File: config.mk
export PLATFORM = sky130hd
export DESIGN_NAME = serial_sub8_flat
export DESIGN_NICKNAME = d
export VERILOG_FILES = /design/src/rtl/serial_sub8_if.sv /design/src/rtl/serial_sub8.sv /design/src/flat_wrapper.sv
export SDC_FILE = /design/constraint.sdc
export NUM_CORES = 1
export LEC_CHECK = 0
export ABC_AREA = 1
export CAP_MARGIN = 20
export CORE_MARGIN = 8
export CORE_UTILIZATION = 47
export DETAILED_ROUTE_END_ITERATION = 10
export GPL_ROUTABILITY_DRIVEN = 0
export HOLD_SLACK_MARGIN = 0.1
export PLACE_DENSITY_LB_ADDON = 0.3
export SKIP_CTS_REPAIR_TIMING = 1
export SYNTH_ARGS = -nofsm -noshare
export SYNTH_HDL_FRONTEND = slang
export SYNTH_SLANG_ARGS = --single-unit
File: constraint.sdc
create_clock -name clk -period 1.21 [get_ports clk]
set_input_delay 0.242 -clock clk [delete_from_list [all_inputs] [get_ports clk]]
set_output_delay 0.242 -clock clk [all_outputs]
set_load 0.1 [all_outputs]
File: src/rtl/serial_sub8_if.sv
// serial_sub8_if -- request/result bundle for the bit-serial subtractor.
//   start      : request, sampled only while the subtractor is idle
//   a, b       : minuend / subtrahend, captured on the accepting edge
//   busy       : high while bits are being processed
//   done       : one-cycle pulse when a new result is loaded
//   diff       : a - b modulo 2^WIDTH
//   bout       : final borrow (a < b unsigned)
//   ovf        : signed overflow of the subtraction
interface serial_sub8_if #(
    parameter int WIDTH = 8
);
    logic             start;
    logic [WIDTH-1:0] a;
    logic [WIDTH-1:0] b;
    logic             busy;
    logic             done;
    logic [WIDTH-1:0] diff;
    logic             bout;
    logic             ovf;

    modport master (
        output start, a, b,
        input  busy, done, diff, bout, ovf
    );

    modport slave (
        input  start, a, b,
        output busy, done, diff, bout, ovf
    );
endinterface

File: src/rtl/serial_sub8.sv
// serial_sub8 -- bit-serial subtractor, one bit per clock, LSB first.
//   clk   : system clock, rising edge
//   rst_n : asynchronous active-low reset
//   bus   : serial_sub8_if slave (start/a/b in, busy/done/diff/bout/ovf out)
//
// state | meaning
// IDLE  | waiting for start; outputs hold the last result
// CALC  | shifting one bit per cycle, WIDTH cycles
// DONE  | result loaded, done pulse; back to IDLE next edge
module serial_sub8 #(
    parameter int WIDTH = 8
) (
    input  logic          clk,
    input  logic          rst_n,
    serial_sub8_if.slave  bus
);
    localparam int CW = (WIDTH > 2) ? $clog2(WIDTH) : 1;
    localparam logic [CW-1:0] LAST = CW'(WIDTH - 1);

    typedef enum logic [1:0] {IDLE, CALC, DONE} state_t;

    state_t           state_q, state_d;
    logic [CW-1:0]    cnt_q, cnt_d;
    logic [WIDTH-1:0] a_sh_q, a_sh_d;
    logic [WIDTH-1:0] b_sh_q, b_sh_d;
    logic [WIDTH-1:0] acc_q, acc_d;
    logic             br_q, br_d;
    logic [WIDTH-1:0] diff_q, diff_d;
    logic             bout_q, bout_d;
    logic             ovf_q, ovf_d;
    logic             busy_q, busy_d;
    logic             done_q, done_d;

    logic bit_a, bit_b, d_bit, br_nxt;

    // The shift registers move right, so bit 0 always holds the bit being
    // processed; on the last bit it holds the operand MSBs used for ovf.
    assign bit_a  = a_sh_q[0];
    assign bit_b  = b_sh_q[0];
    assign d_bit  = bit_a ^ bit_b ^ br_q;
    assign br_nxt = (~bit_a & bit_b) | (~bit_a & br_q) | (bit_b & br_q);

    always_comb begin
        state_d = state_q;
        cnt_d   = cnt_q;
        a_sh_d  = a_sh_q;
        b_sh_d  = b_sh_q;
        acc_d   = acc_q;
        br_d    = br_q;
        diff_d  = diff_q;
        bout_d  = bout_q;
        ovf_d   = ovf_q;
        busy_d  = busy_q;
        done_d  = 1'b0;
        case (state_q)
            IDLE: begin
                if (bus.start) begin
                    a_sh_d  = bus.a;
                    b_sh_d  = bus.b;
                    br_d    = 1'b0;
                    cnt_d   = '0;
                    busy_d  = 1'b1;
                    state_d = CALC;
                end
            end
            CALC: begin
                a_sh_d = a_sh_q >> 1;
                b_sh_d = b_sh_q >> 1;
                br_d   = br_nxt;
                acc_d  = {d_bit, acc_q[WIDTH-1:1]};
                cnt_d  = cnt_q + 1'b1;
                if (cnt_q == LAST) begin
                    diff_d  = {d_bit, acc_q[WIDTH-1:1]};
                    bout_d  = br_nxt;
                    ovf_d   = (bit_a != bit_b) & (d_bit != bit_a);
                    cnt_d   = '0;
                    busy_d  = 1'b0;
                    done_d  = 1'b1;
                    state_d = DONE;
                end
            end
            DONE: begin
                state_d = IDLE;
            end
            default: begin
                busy_d  = 1'b0;
                state_d = IDLE;
            end
        endcase
    end

    always_ff @(posedge clk or negedge rst_n) begin
        if (!rst_n) begin
            state_q <= IDLE;
            cnt_q   <= '0;
            a_sh_q  <= '0;
            b_sh_q  <= '0;
            acc_q   <= '0;
            br_q    <= 1'b0;
            diff_q  <= '0;
            bout_q  <= 1'b0;
            ovf_q   <= 1'b0;
            busy_q  <= 1'b0;
            done_q  <= 1'b0;
        end else begin
            state_q <= state_d;
            cnt_q   <= cnt_d;
            a_sh_q  <= a_sh_d;
            b_sh_q  <= b_sh_d;
            acc_q   <= acc_d;
            br_q    <= br_d;
            diff_q  <= diff_d;
            bout_q  <= bout_d;
            ovf_q   <= ovf_d;
            busy_q  <= busy_d;
            done_q  <= done_d;
        end
    end

    assign bus.busy = busy_q;
    assign bus.done = done_q;
    assign bus.diff = diff_q;
    assign bus.bout = bout_q;
    assign bus.ovf  = ovf_q;
endmodule

File: src/flat_wrapper.sv
// flat-port wrapper written by rule: the top's interface ports become plain ports
module serial_sub8_flat 
#(
    parameter int WIDTH = 8
)
  (clk, rst_n, bus_start, bus_a, bus_b, bus_busy, bus_done, bus_diff, bus_bout, bus_ovf);
  serial_sub8_if #(.WIDTH(WIDTH)) bus_i ();
  input  logic clk;
  input  logic rst_n;
  input wire logic [$bits(bus_i.start)-1:0] bus_start;
  input wire logic [$bits(bus_i.a)-1:0] bus_a;
  input wire logic [$bits(bus_i.b)-1:0] bus_b;
  output wire logic [$bits(bus_i.busy)-1:0] bus_busy;
  output wire logic [$bits(bus_i.done)-1:0] bus_done;
  output wire logic [$bits(bus_i.diff)-1:0] bus_diff;
  output wire logic [$bits(bus_i.bout)-1:0] bus_bout;
  output wire logic [$bits(bus_i.ovf)-1:0] bus_ovf;
  assign bus_i.start = bus_start;
  assign bus_i.a = bus_a;
  assign bus_i.b = bus_b;
  assign bus_busy = bus_i.busy;
  assign bus_done = bus_i.done;
  assign bus_diff = bus_i.diff;
  assign bus_bout = bus_i.bout;
  assign bus_ovf = bus_i.ovf;
  serial_sub8 #(.WIDTH(WIDTH)) u_core (.clk(clk), .rst_n(rst_n), .bus(bus_i));
endmodule
* Word level (Yosys, flattened, before mapping)
Cells that the tools add are included.
** Word-level totals
- Output and inout port bits :: 12
- Logic and storage cells :: 52
- Flip-flop bits (word level) :: 42
- Input port bits :: 19
** Operators by class
- Mux-type cells :: 17
- Add/sub/neg operators :: 1
- Reductions and logical operators :: 6
- Eq/ne operators :: 7
- Bitwise operators :: 10
** Operators with widths (number)
- 8-bit one-hot mux with 2 select lines :: 2
- 8-bit 2-to-1 mux :: 2
- 3-bit 2-to-1 mux :: 2
- 3-bit one-hot mux with 2 select lines :: 1
- 2-bit AND reduction :: 3
- 1-bit 2-to-1 mux :: 5
- 1-bit AND :: 4
- 2-bit 2-to-1 mux :: 2
- 2-bit one-hot mux with 2 select lines :: 1
- 3-bit by 1-bit adder with 3-bit output (second input constant) :: 1
- 3-bit equality test (second input constant) :: 1
- 1-bit one-hot mux with 3 select lines :: 1
- 3-bit AND reduction :: 1
- 2-bit by 1-bit equality test with 1-bit output (second input constant) :: 1
- 2-bit equality test (second input constant) :: 1
- 2-bit logical NOT :: 1
- 1-bit inequality test :: 2
- 2-bit by 1-bit inequality test with 1-bit output (second input constant) :: 1
- 2-bit inequality test (second input constant) :: 1
- 1-bit NOT :: 2
- 1-bit bitwise OR :: 2
- 1-bit one-hot mux with 2 select lines :: 1
- 2-bit nonzero test :: 1
- 1-bit XOR :: 2

* Longest topological paths before layout
- Depth after elaboration :: 5
- Depth in mapped cells :: 6
- Gate-level depth less buffers :: 6

* Worst setup path before layout
No wires, ideal clock.
- Kind :: register -> register
- From :: reg u_core.br_q
- To :: reg u_core.ovf_q, in the netlist u_core.bus.ovf
- Path buffers :: 0
- Setup slack :: -0.107 ns
- Data arrival time :: 1.249 ns
- Library setup time :: 0.068 ns
- Required time :: 1.142 ns
- Cell stages (with the launch flop) :: 6
- Clock period less this slack :: 1.317 ns
- Path through :: dfrtp_1 -> fa_1 -> inv_1 -> a21oi_1 -> nand3_1 -> nand2_1
** Between the ends
- Longest elaborated chain between the ends :: 3
** Ends and longest elaborated chain
- start: declaration :: line serial_sub8.sv:27 : logic br_q, br_d;
- start signal: assignment :: line serial_sub8.sv:111 : br_q <= br_d;
- 1-bit XOR :: line serial_sub8.sv:40 : assign d_bit = bit_a ^ bit_b ^ br_q;
- 1-bit inequality test :: line serial_sub8.sv:75 : ovf_d = (bit_a != bit_b) & (d_bit != bit_a);
- 1-bit AND :: line serial_sub8.sv:75
- end signal: assignment :: line serial_sub8.sv:114 : ovf_q <= ovf_d;
- end: declaration :: line serial_sub8.sv:30 : logic ovf_q, ovf_d;
Every way passes these cells.
A chain may end at the register's enable or synchronous reset.

* Worst setup path in the final report
- From :: reg u_core.a_sh_q[0]
- To :: reg u_core.ovf_q, in the netlist u_core.bus.ovf
** Between the ends
- Longest elaborated chain between the ends :: 4
- Elaborated cells between the ends (all ways) :: 5
- Classes of those cells :: eq/ne: 2; bitwise: 3
** Ends and longest elaborated chain
- start: declaration :: line serial_sub8.sv:24 : logic [WIDTH-1:0] a_sh_q, a_sh_d;
- start signal: assignment :: line serial_sub8.sv:108 : a_sh_q <= a_sh_d;
- 1-bit XOR (2 in series) :: line serial_sub8.sv:40
- 1-bit inequality test :: line serial_sub8.sv:75
- 1-bit AND (*) :: line serial_sub8.sv:75
Every way passes the cells marked *; elsewhere a longest branch is shown, timed or not.

==> metrics.md <==
| Metric | Value |
|---|---|
| Status | finished, violations left |
| Violated checks | setup timing |
| Worst reg-to-reg setup slack | -180 ps |
| Minimum clock period after layout | 1387 ps |
| CTS tree | done |
| Largest net degree at the start of global routing | 42 |
| Post-synthesis sequential area ratio | a little over half |
| Die width | 79.84 um |
| Number of global-route vias before repair | 1,620 |
| Worst Tran Pin Value | roughly 220 ps |
| Area of the multi-input gates | around 730 sq um |
| Unique cell type count in the Yosys netlist | 18 |
| Setup-failing EPs final | 3 |
| Wire length per cell | 11.65 um |
| Seq pwr share | a little under a third |
| Fin Setup TNS | -278.1 ps |
| Hold WC Path Type | input pin to asynchronous set/reset pin |
| Area Growth Syn to Fin | 41.54% |
| Total GRT Usage | a little over an eighth |
| Maximum vdd drop | around 0.0015 V |
| Fillers | between 300 and 400 |
| Root Buffer | clkbuf_8 |
| DP Worst Slack | -139.0 ps |
| Worst-path clk slew | 70 ps |
| Total power draw | between 0.008 and 0.009 W |
| H-tree depth | 2 |
| Residual DRC count | 0 |
| Synth Cell Area | between 0.0015 and 0.002 sq mm |
| Net count after synthesis | approximately 250 |
| Reg2reg end | u_core.bus.ovf |
| Die area | 0.006374 sq mm |
| Clock skew | approximately 5.8 ps |
| Max-slew violations | 0 |
| Worst skew pair latency | roughly 300 ps |
| Clock power share | around 11% |
| #FFs+latches synth | between 40 and 50 |
| R2r startpoint | u_core.a_sh_q[0] |
| Starting density of the core | a little under 50% |
| Core ar. | 0.003971 sq mm |
| Antenna diodes | 0 |
| Final Hold Fails | 0 |
| Hold Slack | approximately 440 ps |
| Synth Area per Inst | about 8.3 sq um |
| Initial DRC Count | 73 |
| Pwr dens | 2991 mW/mm^2 |
| CP Launch Point | u_core.a_sh_q[0] |
| CP Data Required Time | approximately 1500 ps |
| CTS Buffer Depth | 2 |
| Comb pwr share | between 50 and 60% |
| Fin util | between 60% and 70% |
| Gr ovfl total | 0 |
| I/O pin count | 31 |
| TritonCTS buffer count | 5 |
| Vias | about 1,600 |
| Unrepaired setup endpoints after global routing | yes |
| P_int | ~0.0044 W |
| Slowest CP cell | fa_1 |
| Global-route wire length before repair | between 6000 and 7000 um |
| Crit. End Element | register |
| Die height | 79.84 um |
| Synthesis warning total | 0 |
| Core Rows | 23 |
| Gate Count Post-Synth | 230 |
| CP arrival | around 1600 ps |
| CP startpoint kind | register |
| Final ANT Viol Nets | 0 |
| Crit path cell chain | inv_2, fa_1, inv_1, a21oi_2, nand3_1, nand2_1 |
| Max stage delay on crit path | approximately 600 ps |
| DRT Pass-1 Iters | 4 |
| Switching Share | between 40% and 50% |
| # nets final | 307 |
| PortBufs | 30 |
| Final worst slack | -176.5 ps |
| Via density | around 4.8 |
| MaxCap Viol Count | 0 |
| Switch Pwr | 0.003727 W |
| Critical Path Fanout Max | 4 |
| Final WL | a little under 4000 um |
| Lkg Pwr | approximately 1.4 nW |
| Reg2Reg Depth | 6 |
| Initial antenna violation count | 0 |
| Maximum clock frequency | roughly 720 MHz |
| Clock sinks | between 40 and 50 |
| DP Wirelength | between 2000 and 3000 um |
| Slew Limit Headroom | roughly 85% |
| Critical path class | register to register |
| Share of cells above drive strength 1 | roughly 24% |
| Seq. cell area | ~0.001 sq mm |
| Final period util | 114.6% |
-- worst max path at each step --
stage	endpoint	slack, ps	depth (start not counted)
global placement	u_core.bus.ovf	-110	5
finish	u_core.bus.ovf	-180	6
CTS	u_core.bus.ovf	-160	5
detailed placement	u_core.bus.ovf	-140	5
floorplan	u_core.bus.ovf	-110	5
global route	u_core.bus.ovf	-290	6
-- Yosys cell counts (all sizes together) --
library cell | count | share of area (%)
nand2 | 71 | 14
dfrtp | 41 | 54
inv | 40 | 7.8
nand3 | 36 | 9.4
o21ai | 20 | 6.8
buf | 9 | 2.8
nor2 | 6 | 1.7
ha | 3 | 2.0
a21oi | 2 | 0.52
clkbuf | 1 | 0.20
fa | 1 | 1.0
-- worst max-delay path: cells and delay by family, from the launching register on --
family	cells	cell delay [ps]
AO/OA/AOI/OAI	1	110
adder cells (fa/ha/maj)	1	590
buffers and inverters	2	120
AND/OR/NAND/NOR	2	140
flip-flops	1	370
-- final cells by class --
class	count	area share, %
Clock buffer	7	3.184
Tap cell	50	2.307
Inverter	40	5.630
Multi-Input combinational cell	139	27.09
Timing Repair Buffer	57	23.95
Sequential cell	41	37.84
-- state kept, by name (all words and copies together), names as in the netlist --
register and flops:
u_core.bus.diff 8, u_core.state_q 2, u_core.b_sh_q 8, u_core.a_sh_q 8, u_core.bus.busy 1, u_core.acc_q 7, u_core.bus.done 1, u_core.cnt_q 3
u_core.br_q 1, u_core.bus.ovf 1, u_core.bus.bout 1
-- per-stage QoR --
stage	instance area, sq um	instances
final	2711	334
after global routing	2711	334
after CTS	2620	329
after detailed placement	2534	322
after global placement	2534	322
after floorplan	1923	230
-- per-layer routing --
metal | GRT usage [%] | part of all wire, %
met5 | 0 | 0
met4 | 8.000 | 3.2
met3 | 3.266 | 4.2
met2 | 22.66 | 48
met1 | 15.09 | 44
-- cells in the final DEF, fill, tap and decap left out --
cell type and instances:
ha_4 1, clkbuf_8 6, a21oi_1 1, buf_6 1, nor2_2 1, nand3_1 36
nor2_4 2, o21ai_2 8, nand2_4 1, clkdlybuf4s50_1 17, inv_4 1, nand2_1 66
nand2_2 3, o21ai_1 1, inv_1 35, dlygate4sd3_1 1, nor2_1 3, inv_2 4
ha_1 1, o21ai_0 11, nand2_8 1, buf_2 1, a21oi_2 1, buf_4 23
clkbuf_1 1, ha_2 1, dfrtp_1 41, buf_12 14, fa_1 1
-- cells by family after synthesis --
| group | Yosys count | share of synthesized area [%] |
|---|---|---|
| flip-flops | 41 | 53.56 |
| adder cells (fa/ha/maj) | 4 | 3.005 |
| buffers and inverters | 50 | 10.84 |
| AND/OR/NAND/NOR | 113 | 25.28 |
| AO/OA/AOI/OAI | 22 | 7.316 |
-- power groups by stage --
stage / Combinational [W] / Clock (W) / Sequential [W]
after floorplan: 0.00170 / 0 / 0.00355
after global placement: 0.00444 / 0 / 0.00243
after detailed placement: 0.00453 / 0 / 0.00245
after CTS: 0.00454 / 0.000917 / 0.00243
after global routing: 0.00519 / 0.000970 / 0.00253
final: 0.00477 / 0.000894 / 0.00244
(Power assumes the default switching activity.)
